--- config.mk ---
export PLATFORM = sky130hd
export DESIGN_NAME = can_host_seq
export DESIGN_NICKNAME = d
export VERILOG_FILES = /design/src/rtl/can_host_seq.sv
export SDC_FILE = /design/constraint.sdc
export NUM_CORES = 1
export LEC_CHECK = 0
export CORE_MARGIN = 2
export CORE_UTILIZATION = 51
export DETAILED_ROUTE_END_ITERATION = 10
export PLACE_DENSITY = 0.9
export SYNTH_ARGS = -nofsm -noshare
export SYNTH_HDL_FRONTEND = slang
export SYNTH_SLANG_ARGS = --single-unit
--- constraint.sdc ---
create_clock -name clk -period 8.4 [get_ports clk]
set_input_delay 2.52 -clock clk [delete_from_list [all_inputs] [get_ports clk]]
set_output_delay 2.52 -clock clk [all_outputs]
set_load 0.05 [all_outputs]
--- src/rtl/can_host_seq.sv ---
`timescale 1ns/1ps
// ---------------------------------------------------------------------------
// can_host_seq
//
// Autonomous bus master for one CAN controller's register slave port. After
// reset it runs the init sequence (enter reset mode, program BTR0/BTR1, leave
// reset mode), then idles in READY. Each start pulse loads ID1/ID2 and up to
// eight data bytes, writes the TX request, and polls status bit 3 until the
// frame completes or POLL_LIMIT cycles pass.
//
// Optional build macro: CAN_HOST_SEQ_IRQ_EN
//   defined   : each status read waits for irq_i instead of a 4-cycle gap
//   undefined : irq_i is ignored, fixed 4-cycle gap between status reads
//
// Ports
//   clk, rst        : clock, synchronous active-high reset
//   start_i         : one-cycle frame request, honoured only in READY
//   id_i/rtr_i/dlc_i/data_i : frame contents, latched on start_i
//   irq_i           : controller interrupt (IRQ build only)
//   req_o/we_o/addr_o/be_o/wdata_o : registered bus request fields
//   gnt_i/rvalid_i/rdata_i         : slave grant and response
//   ready_o/busy_o  : idle after init / init or transfer in progress
//   done_o          : one-cycle pulse at the end of a transfer
//   tx_ok_o/timeout_o : result of the last transfer
// ---------------------------------------------------------------------------
module can_host_seq #(
  parameter logic [7:0]  BTR0_VAL   = 8'h00,
  parameter logic [7:0]  BTR1_VAL   = 8'h00,
  parameter int unsigned POLL_LIMIT = 4096
) (
  input  logic        clk,
  input  logic        rst,
  input  logic        start_i,
  input  logic [10:0] id_i,
  input  logic        rtr_i,
  input  logic [3:0]  dlc_i,
  input  logic [63:0] data_i,
  input  logic        irq_i,
  output logic        req_o,
  output logic        we_o,
  output logic [31:0] addr_o,
  output logic [3:0]  be_o,
  output logic [31:0] wdata_o,
  input  logic        gnt_i,
  input  logic        rvalid_i,
  input  logic [31:0] rdata_i,
  output logic        ready_o,
  output logic        busy_o,
  output logic        done_o,
  output logic        tx_ok_o,
  output logic        timeout_o
);

  typedef enum logic [2:0] {
    ST_INIT, ST_READY, ST_LOAD, ST_CMD, ST_POLL, ST_FINISH
  } step_t;

  typedef enum logic [1:0] {
    BUS_IDLE, BUS_REQ, BUS_WAIT_GNT, BUS_WAIT_RVALID
  } bus_t;

  // 21 bits holds the largest allowed limit of 2^20
  localparam logic [20:0] LIMIT = 21'(POLL_LIMIT);

  step_t       step, step_n;
  bus_t        bus, bus_n;
  logic [3:0]  idx, idx_n;
  logic [1:0]  gap, gap_n;
  logic [20:0] cnt, cnt_n;
  logic [10:0] id_q, id_n;
  logic        rtr_q, rtr_n;
  logic [3:0]  dlc_q, dlc_n;
  logic [63:0] data_q, data_n;
  logic        req_q, req_n;
  logic        we_q, we_n;
  logic [4:0]  addr_q, addr_n;
  logic [7:0]  wdata_q, wdata_n;
  logic        tx_ok_q, tx_ok_n;
  logic        timeout_q, timeout_n;

  logic        xfer_done;
  logic        hit;
  logic        sel_we;
  logic [4:0]  sel_addr;
  logic [7:0]  sel_wdata;
  logic [3:0]  n_bytes;
  logic [3:0]  last_idx;

  // Only status bit 3 matters; the remaining read bits are deliberately dropped
`ifdef CAN_HOST_SEQ_IRQ_EN
  logic unused_bits;
  assign unused_bits = ^{rdata_i[31:4], rdata_i[2:0]};
`else
  logic unused_bits;
  assign unused_bits = ^{rdata_i[31:4], rdata_i[2:0], irq_i};
`endif

  // Payload byte count is clamped to 8, but ID2 still carries the raw dlc
  assign n_bytes  = (dlc_q > 4'd8) ? 4'd8 : dlc_q;
  assign last_idx = n_bytes + 4'd1;
  assign hit      = (cnt >= LIMIT);

  assign req_o     = req_q;
  assign we_o      = we_q;
  assign addr_o    = {27'd0, addr_q};
  assign wdata_o   = {24'd0, wdata_q};
  assign be_o      = 4'b0001;
  assign ready_o   = (step == ST_READY);
  assign busy_o    = ~ready_o;
  assign done_o    = (step == ST_FINISH);
  assign tx_ok_o   = tx_ok_q;
  assign timeout_o = timeout_q;

  // State and datapath register. Reset drops any outstanding transaction and
  // restarts INIT straight into a bus request on the next cycle.
  always_ff @(posedge clk) begin
    if (rst) begin
      step      <= ST_INIT;
      bus       <= BUS_REQ;
      idx       <= 4'd0;
      gap       <= 2'd0;
      cnt       <= 21'd0;
      id_q      <= 11'd0;
      rtr_q     <= 1'b0;
      dlc_q     <= 4'd0;
      data_q    <= 64'd0;
      req_q     <= 1'b0;
      we_q      <= 1'b0;
      addr_q    <= 5'd0;
      wdata_q   <= 8'd0;
      tx_ok_q   <= 1'b0;
      timeout_q <= 1'b0;
    end else begin
      step      <= step_n;
      bus       <= bus_n;
      idx       <= idx_n;
      gap       <= gap_n;
      cnt       <= cnt_n;
      id_q      <= id_n;
      rtr_q     <= rtr_n;
      dlc_q     <= dlc_n;
      data_q    <= data_n;
      req_q     <= req_n;
      we_q      <= we_n;
      addr_q    <= addr_n;
      wdata_q   <= wdata_n;
      tx_ok_q   <= tx_ok_n;
      timeout_q <= timeout_n;
    end
  end

  // Next-state logic. The bus phase runs one transaction for whichever step
  // is current; when the response arrives the step advances and, if it needs
  // another access, goes straight back to BUS_REQ so each access costs three
  // cycles with a zero-wait slave.
  always_comb begin
    step_n    = step;
    bus_n     = bus;
    idx_n     = idx;
    gap_n     = gap;
    cnt_n     = cnt;
    id_n      = id_q;
    rtr_n     = rtr_q;
    dlc_n     = dlc_q;
    data_n    = data_q;
    req_n     = req_q;
    we_n      = we_q;
    addr_n    = addr_q;
    wdata_n   = wdata_q;
    tx_ok_n   = tx_ok_q;
    timeout_n = timeout_q;
    xfer_done = 1'b0;
    sel_we    = 1'b1;
    sel_addr  = 5'd0;
    sel_wdata = 8'd0;

    // Register access wanted by the current step and step index
    case (step)
      ST_INIT: begin
        case (idx)
          4'd0:    begin sel_addr = 5'd0; sel_wdata = 8'h01;    end
          4'd1:    begin sel_addr = 5'd6; sel_wdata = BTR0_VAL; end
          4'd2:    begin sel_addr = 5'd7; sel_wdata = BTR1_VAL; end
          default: begin sel_addr = 5'd0; sel_wdata = 8'h00;    end
        endcase
      end
      ST_LOAD: begin
        if (idx == 4'd0) begin
          sel_addr  = 5'd10;
          sel_wdata = id_q[10:3];
        end else if (idx == 4'd1) begin
          sel_addr  = 5'd11;
          sel_wdata = {id_q[2:0], rtr_q, dlc_q};
        end else begin
          sel_addr  = {1'b0, idx} + 5'd10;
          sel_wdata = data_q[{idx - 4'd2, 3'b000} +: 8];
        end
      end
      ST_CMD: begin
        sel_addr  = 5'd1;
        sel_wdata = 8'h01;
      end
      ST_POLL: begin
        sel_we    = 1'b0;
        sel_addr  = 5'd2;
      end
      default: ;
    endcase

    // Timeout counter runs in every POLL cycle, bus waits included
    if (step == ST_POLL && !hit)
      cnt_n = cnt + 21'd1;

    // Bus handshake; rvalid is only honoured once this request is granted
    case (bus)
      BUS_REQ: begin
        req_n   = 1'b1;
        we_n    = sel_we;
        addr_n  = sel_addr;
        wdata_n = sel_wdata;
        bus_n   = BUS_WAIT_GNT;
      end
      BUS_WAIT_GNT: begin
        if (gnt_i) begin
          req_n = 1'b0;
          if (rvalid_i)
            xfer_done = 1'b1;
          else
            bus_n = BUS_WAIT_RVALID;
        end
      end
      BUS_WAIT_RVALID: begin
        if (rvalid_i)
          xfer_done = 1'b1;
      end
      default: ;
    endcase

    if (xfer_done) begin
      bus_n = BUS_IDLE;
      case (step)
        ST_INIT: begin
          if (idx == 4'd3) begin
            step_n = ST_READY;
            idx_n  = 4'd0;
          end else begin
            idx_n = idx + 4'd1;
            bus_n = BUS_REQ;
          end
        end
        ST_LOAD: begin
          if (idx == last_idx) begin
            step_n = ST_CMD;
            idx_n  = 4'd0;
          end else begin
            idx_n = idx + 4'd1;
          end
          bus_n = BUS_REQ;
        end
        ST_CMD: begin
          step_n = ST_POLL;
          cnt_n  = 21'd0;
          gap_n  = 2'd0;
`ifdef CAN_HOST_SEQ_IRQ_EN
          bus_n  = BUS_IDLE;
`else
          bus_n  = BUS_REQ;
`endif
        end
        ST_POLL: begin
          // A completed frame wins even if the limit was hit on this read
          if (rdata_i[3]) begin
            step_n    = ST_FINISH;
            tx_ok_n   = 1'b1;
            timeout_n = 1'b0;
          end else if (hit) begin
            step_n    = ST_FINISH;
            tx_ok_n   = 1'b0;
            timeout_n = 1'b1;
          end else begin
            gap_n = 2'd0;
          end
        end
        default: ;
      endcase
    end else if (bus == BUS_IDLE) begin
      case (step)
        ST_READY: begin
          if (start_i) begin
            id_n   = id_i;
            rtr_n  = rtr_i;
            dlc_n  = dlc_i;
            data_n = data_i;
            step_n = ST_LOAD;
            idx_n  = 4'd0;
            bus_n  = BUS_REQ;
          end
        end
        ST_POLL: begin
`ifdef CAN_HOST_SEQ_IRQ_EN
          if (hit) begin
            step_n    = ST_FINISH;
            tx_ok_n   = 1'b0;
            timeout_n = 1'b1;
          end else if (irq_i) begin
            bus_n = BUS_REQ;
          end
`else
          if (gap == 2'd3)
            bus_n = BUS_REQ;
          else
            gap_n = gap + 2'd1;
`endif
        end
        ST_FINISH: begin
          step_n = ST_READY;
        end
        default: ;
      endcase
    end
  end

endmodule

==> metrics.txt <==
outcome=completed; Util after Layout=0.650; CP startpoint=step[0]; Top-Level Pins=a little under 200; fin. max-slew vios=0; GRT Util Overall=0.231; Synth area leader=dfxtp_1; drt drc=0; Post-synth EDFFs=0; Mapped Cells=798; first-pass GRT wire length=24.6 mm; initial drt markers=roughly 450; post-CTS resize count=0; Hold Violations, Final=0; Rel. slew slack=0.299; drt via density=approximately 5.4; Pre-antenna DRT Iters=5; Sequential Area=about 2600 um^2; TNS Setup=0 ns; max-cap check violation count=0; share of cells above drive strength 1=0.0700; sequential fraction of the synthesis area=0.403; CP startpoint kind=register; RR Endpoint=wdata_q[6]; Switching Share=0.288; Ys Warns=0; Pwr per Cell Area=about 210 nW/um^2; Placement Rows=40; Hold Path Class=register to register; Area growth syn-to-layout=22.9%; crit share post-route=0.573; Yosys reg bits=approximately 130; I/O Buffers=105; wire per inst=14.3 um; grt met2 use=0.377; critical path required time=about 5.9 ns; CTS Buf Count=17; number of nets in the final layout=between 1k and 1.5k; Synth Flop Type=dfxtp_1; Fmax=slightly above 200 MHz; crit end category=output pin; final setup vio count=0; H-tree depth=4; CTS clk-pin slew, worst paths=0.06 ns; Register-to-Register Path Depth=7; top cells by area, synth=dfxtp_1, nand2_1, a21oi_1, buf_4, mux4_2; Worst R2R Setup Slack=roughly 5.6 ns; Core Area=12100 um^2; area occupied by multi-input gates=~3400 um^2; CP Capture Point=ready_o; Post-CTS Hold Buffers=0; crit-path max FO=19; met3 Use GR=0.0722; worst hold slack=~0.45 ns; CP arrival=between 2 and 2.5 ns; Setup Fix Bufs, Post-CTS=0; Async S/R FF share, synth=0; switching power of the nets=~470 uW; vias in the first global route=between 5k and 6k; type of the worst setup path=register to output pin; register share of total power=0.392; Worst Tran Pin Value=1.05 ns; Placer Congestion=around 0.85; largest net degree at the start of global routing=around 100; LEAKAGE=~0.0028 uW; clock power share=0.439; DIE WIDTH=around 120 um; most common cell in the netlist=nand2_1; Final min period=around 4.8 ns; Routed Antenna Nets=0; clk_skew=0.0168 ns; Peak VDD IR=approximately 0.13 mV; synth cell count leaders=nand2_1, dfxtp_1, a21oi_1; busiest layer in global routing=met2; P_int=around 1200 uW; Clock Tree Buf Depth=2; vias=roughly 5.7k; Die Area=13500 um^2; Mapped Area=between 6000 and 7000 um^2; Antenna Cells=0; fillcell total=1005; synthesized area per cell=about 8 um^2; Post-DP HPWL=~10 mm; worst-skew pair later-pin latency=between 0.4 and 0.5 ns; total wire length=between 15 and 20 mm; CTS tree=built; Netlist cell types=63; total gr overflow=0; Die Height=116 um; r2r startpoint=idx[2]; CTS Sinks=approximately 130; power share of the combinational group=0.169; Starting Density=0.529; post-synth top area share=0.403; initial antenna violation count=0; M1 GR Usage=0.289; Root Buffer=clkbuf_16; RSZ-0062 raised after global routing=false
==> layer usage <==
metal	vias up	wire length (um)	part of all wire
met5	-	0	0
met4	0	295	0.020
met3	34	1270	0.084
met2	246	7240	0.48
met1	2639	6230	0.41
li1	2750	-	-
==> worst max-delay path: stages (launching register included) <==
cell,delay [ns]
dfxtp_1,0.72
nor3b_1,0.31
clkdlybuf4s50_1,0.85
==> worst min path at each step <==
stage,from,end,slack [ns],depth (start not counted)
after CTS,data_q[5],data_q[5],0.45,2
final,data_q[5],data_q[5],0.45,2
after detailed placement,data_q[5],data_q[5],0.44,2
after global placement,data_q[39],data_q[39],0.44,2
after floorplan,cnt[17],cnt[17],0.43,1
after global routing,data_q[48],data_q[48],0.47,2
==> power by group through the flow <==
| stage | logic, uW | clock network [uW] | registers [uW] |
|---|---|---|---|
| after detailed placement | 276 | 0 | 659 |
| final | 278 | 722 | 646 |
| after global routing | 295 | 756 | 648 |
| after global placement | 274 | 0 | 658 |
| after floorplan | 162 | 0 | 702 |
| after CTS | 277 | 728 | 646 |
==> cell type report <==
type,instances,area share
Clock buffer,19,0.0575
Timing Repair Buffer,109,0.137
Sequential cell,129,0.328
Clock inverter,12,0.0168
Tap cell,168,0.0267
Inverter,11,0.00525
Multi-Input combinational cell,606,0.429
==> sequential cells by signal, indices dropped and copies added (netlist names) <==
| signal | cells |
|---|---|
| tx_ok_o | 1 |
| rtr_q | 1 |
| addr_q | 5 |
| id_q | 11 |
| timeout_o | 1 |
| bus | 2 |
| req_o | 1 |
| cnt | 21 |
| dlc_q | 4 |
| idx | 4 |
| step | 3 |
| gap | 2 |
| we_o | 1 |
| data_q | 64 |
| wdata_q | 8 |
==> logic make-up after synthesis <==
group                      count (synthesis)  share of synthesized area
and+or+nand+nor                          341                      0.237
AOI/OAI and AO/OA                        160                      0.145
DFF                                      129                      0.403
buffers and inverters                    116                      0.102
muxes                                     21                     0.0645
xor gates and xnor gates                  15                     0.0205
adders and majority gates                 14                     0.0273
other                                      2                    0.00117
==> per-stage QoR <==
| step | cell area [um^2] | cells | power, uW | setup WS, ns |
|---|---|---|---|---|
| after floorplan | 6610 | 851 | 864 | 3.31 |
| after global placement | 7290 | 1023 | 933 | 3.64 |
| after detailed placement | 7290 | 1023 | 936 | 3.58 |
| after CTS | 7870 | 1054 | 1650 | 3.57 |
| after global routing | 7870 | 1054 | 1700 | 3.45 |
| final | 7870 | 1054 | 1650 | 3.59 |
==> placed cells by master (no fill, tap or decap), drive strengths merged, types with 3 or more instances in the layout <==
cell             n
nand2          227
dfxtp          129
clkdlybuf4s50  104
a21oi           91
conb            55
nor2            33
o21ai           22
clkbuf          19
nor3            16
mux4            16
ha              14
and2            12
a31oi           12
xnor2           12
nand3           12
inv             12
o21bai           7
nor4             7
clkinv           6
nor2b            5
buf              5
nor3b            5
nand4            4
xor2             3
and4             3
nand3b           3
mux2i            3
a211oi           3
clkinvlp         3
No activity file was read; power rests on OpenSTA's default activity.
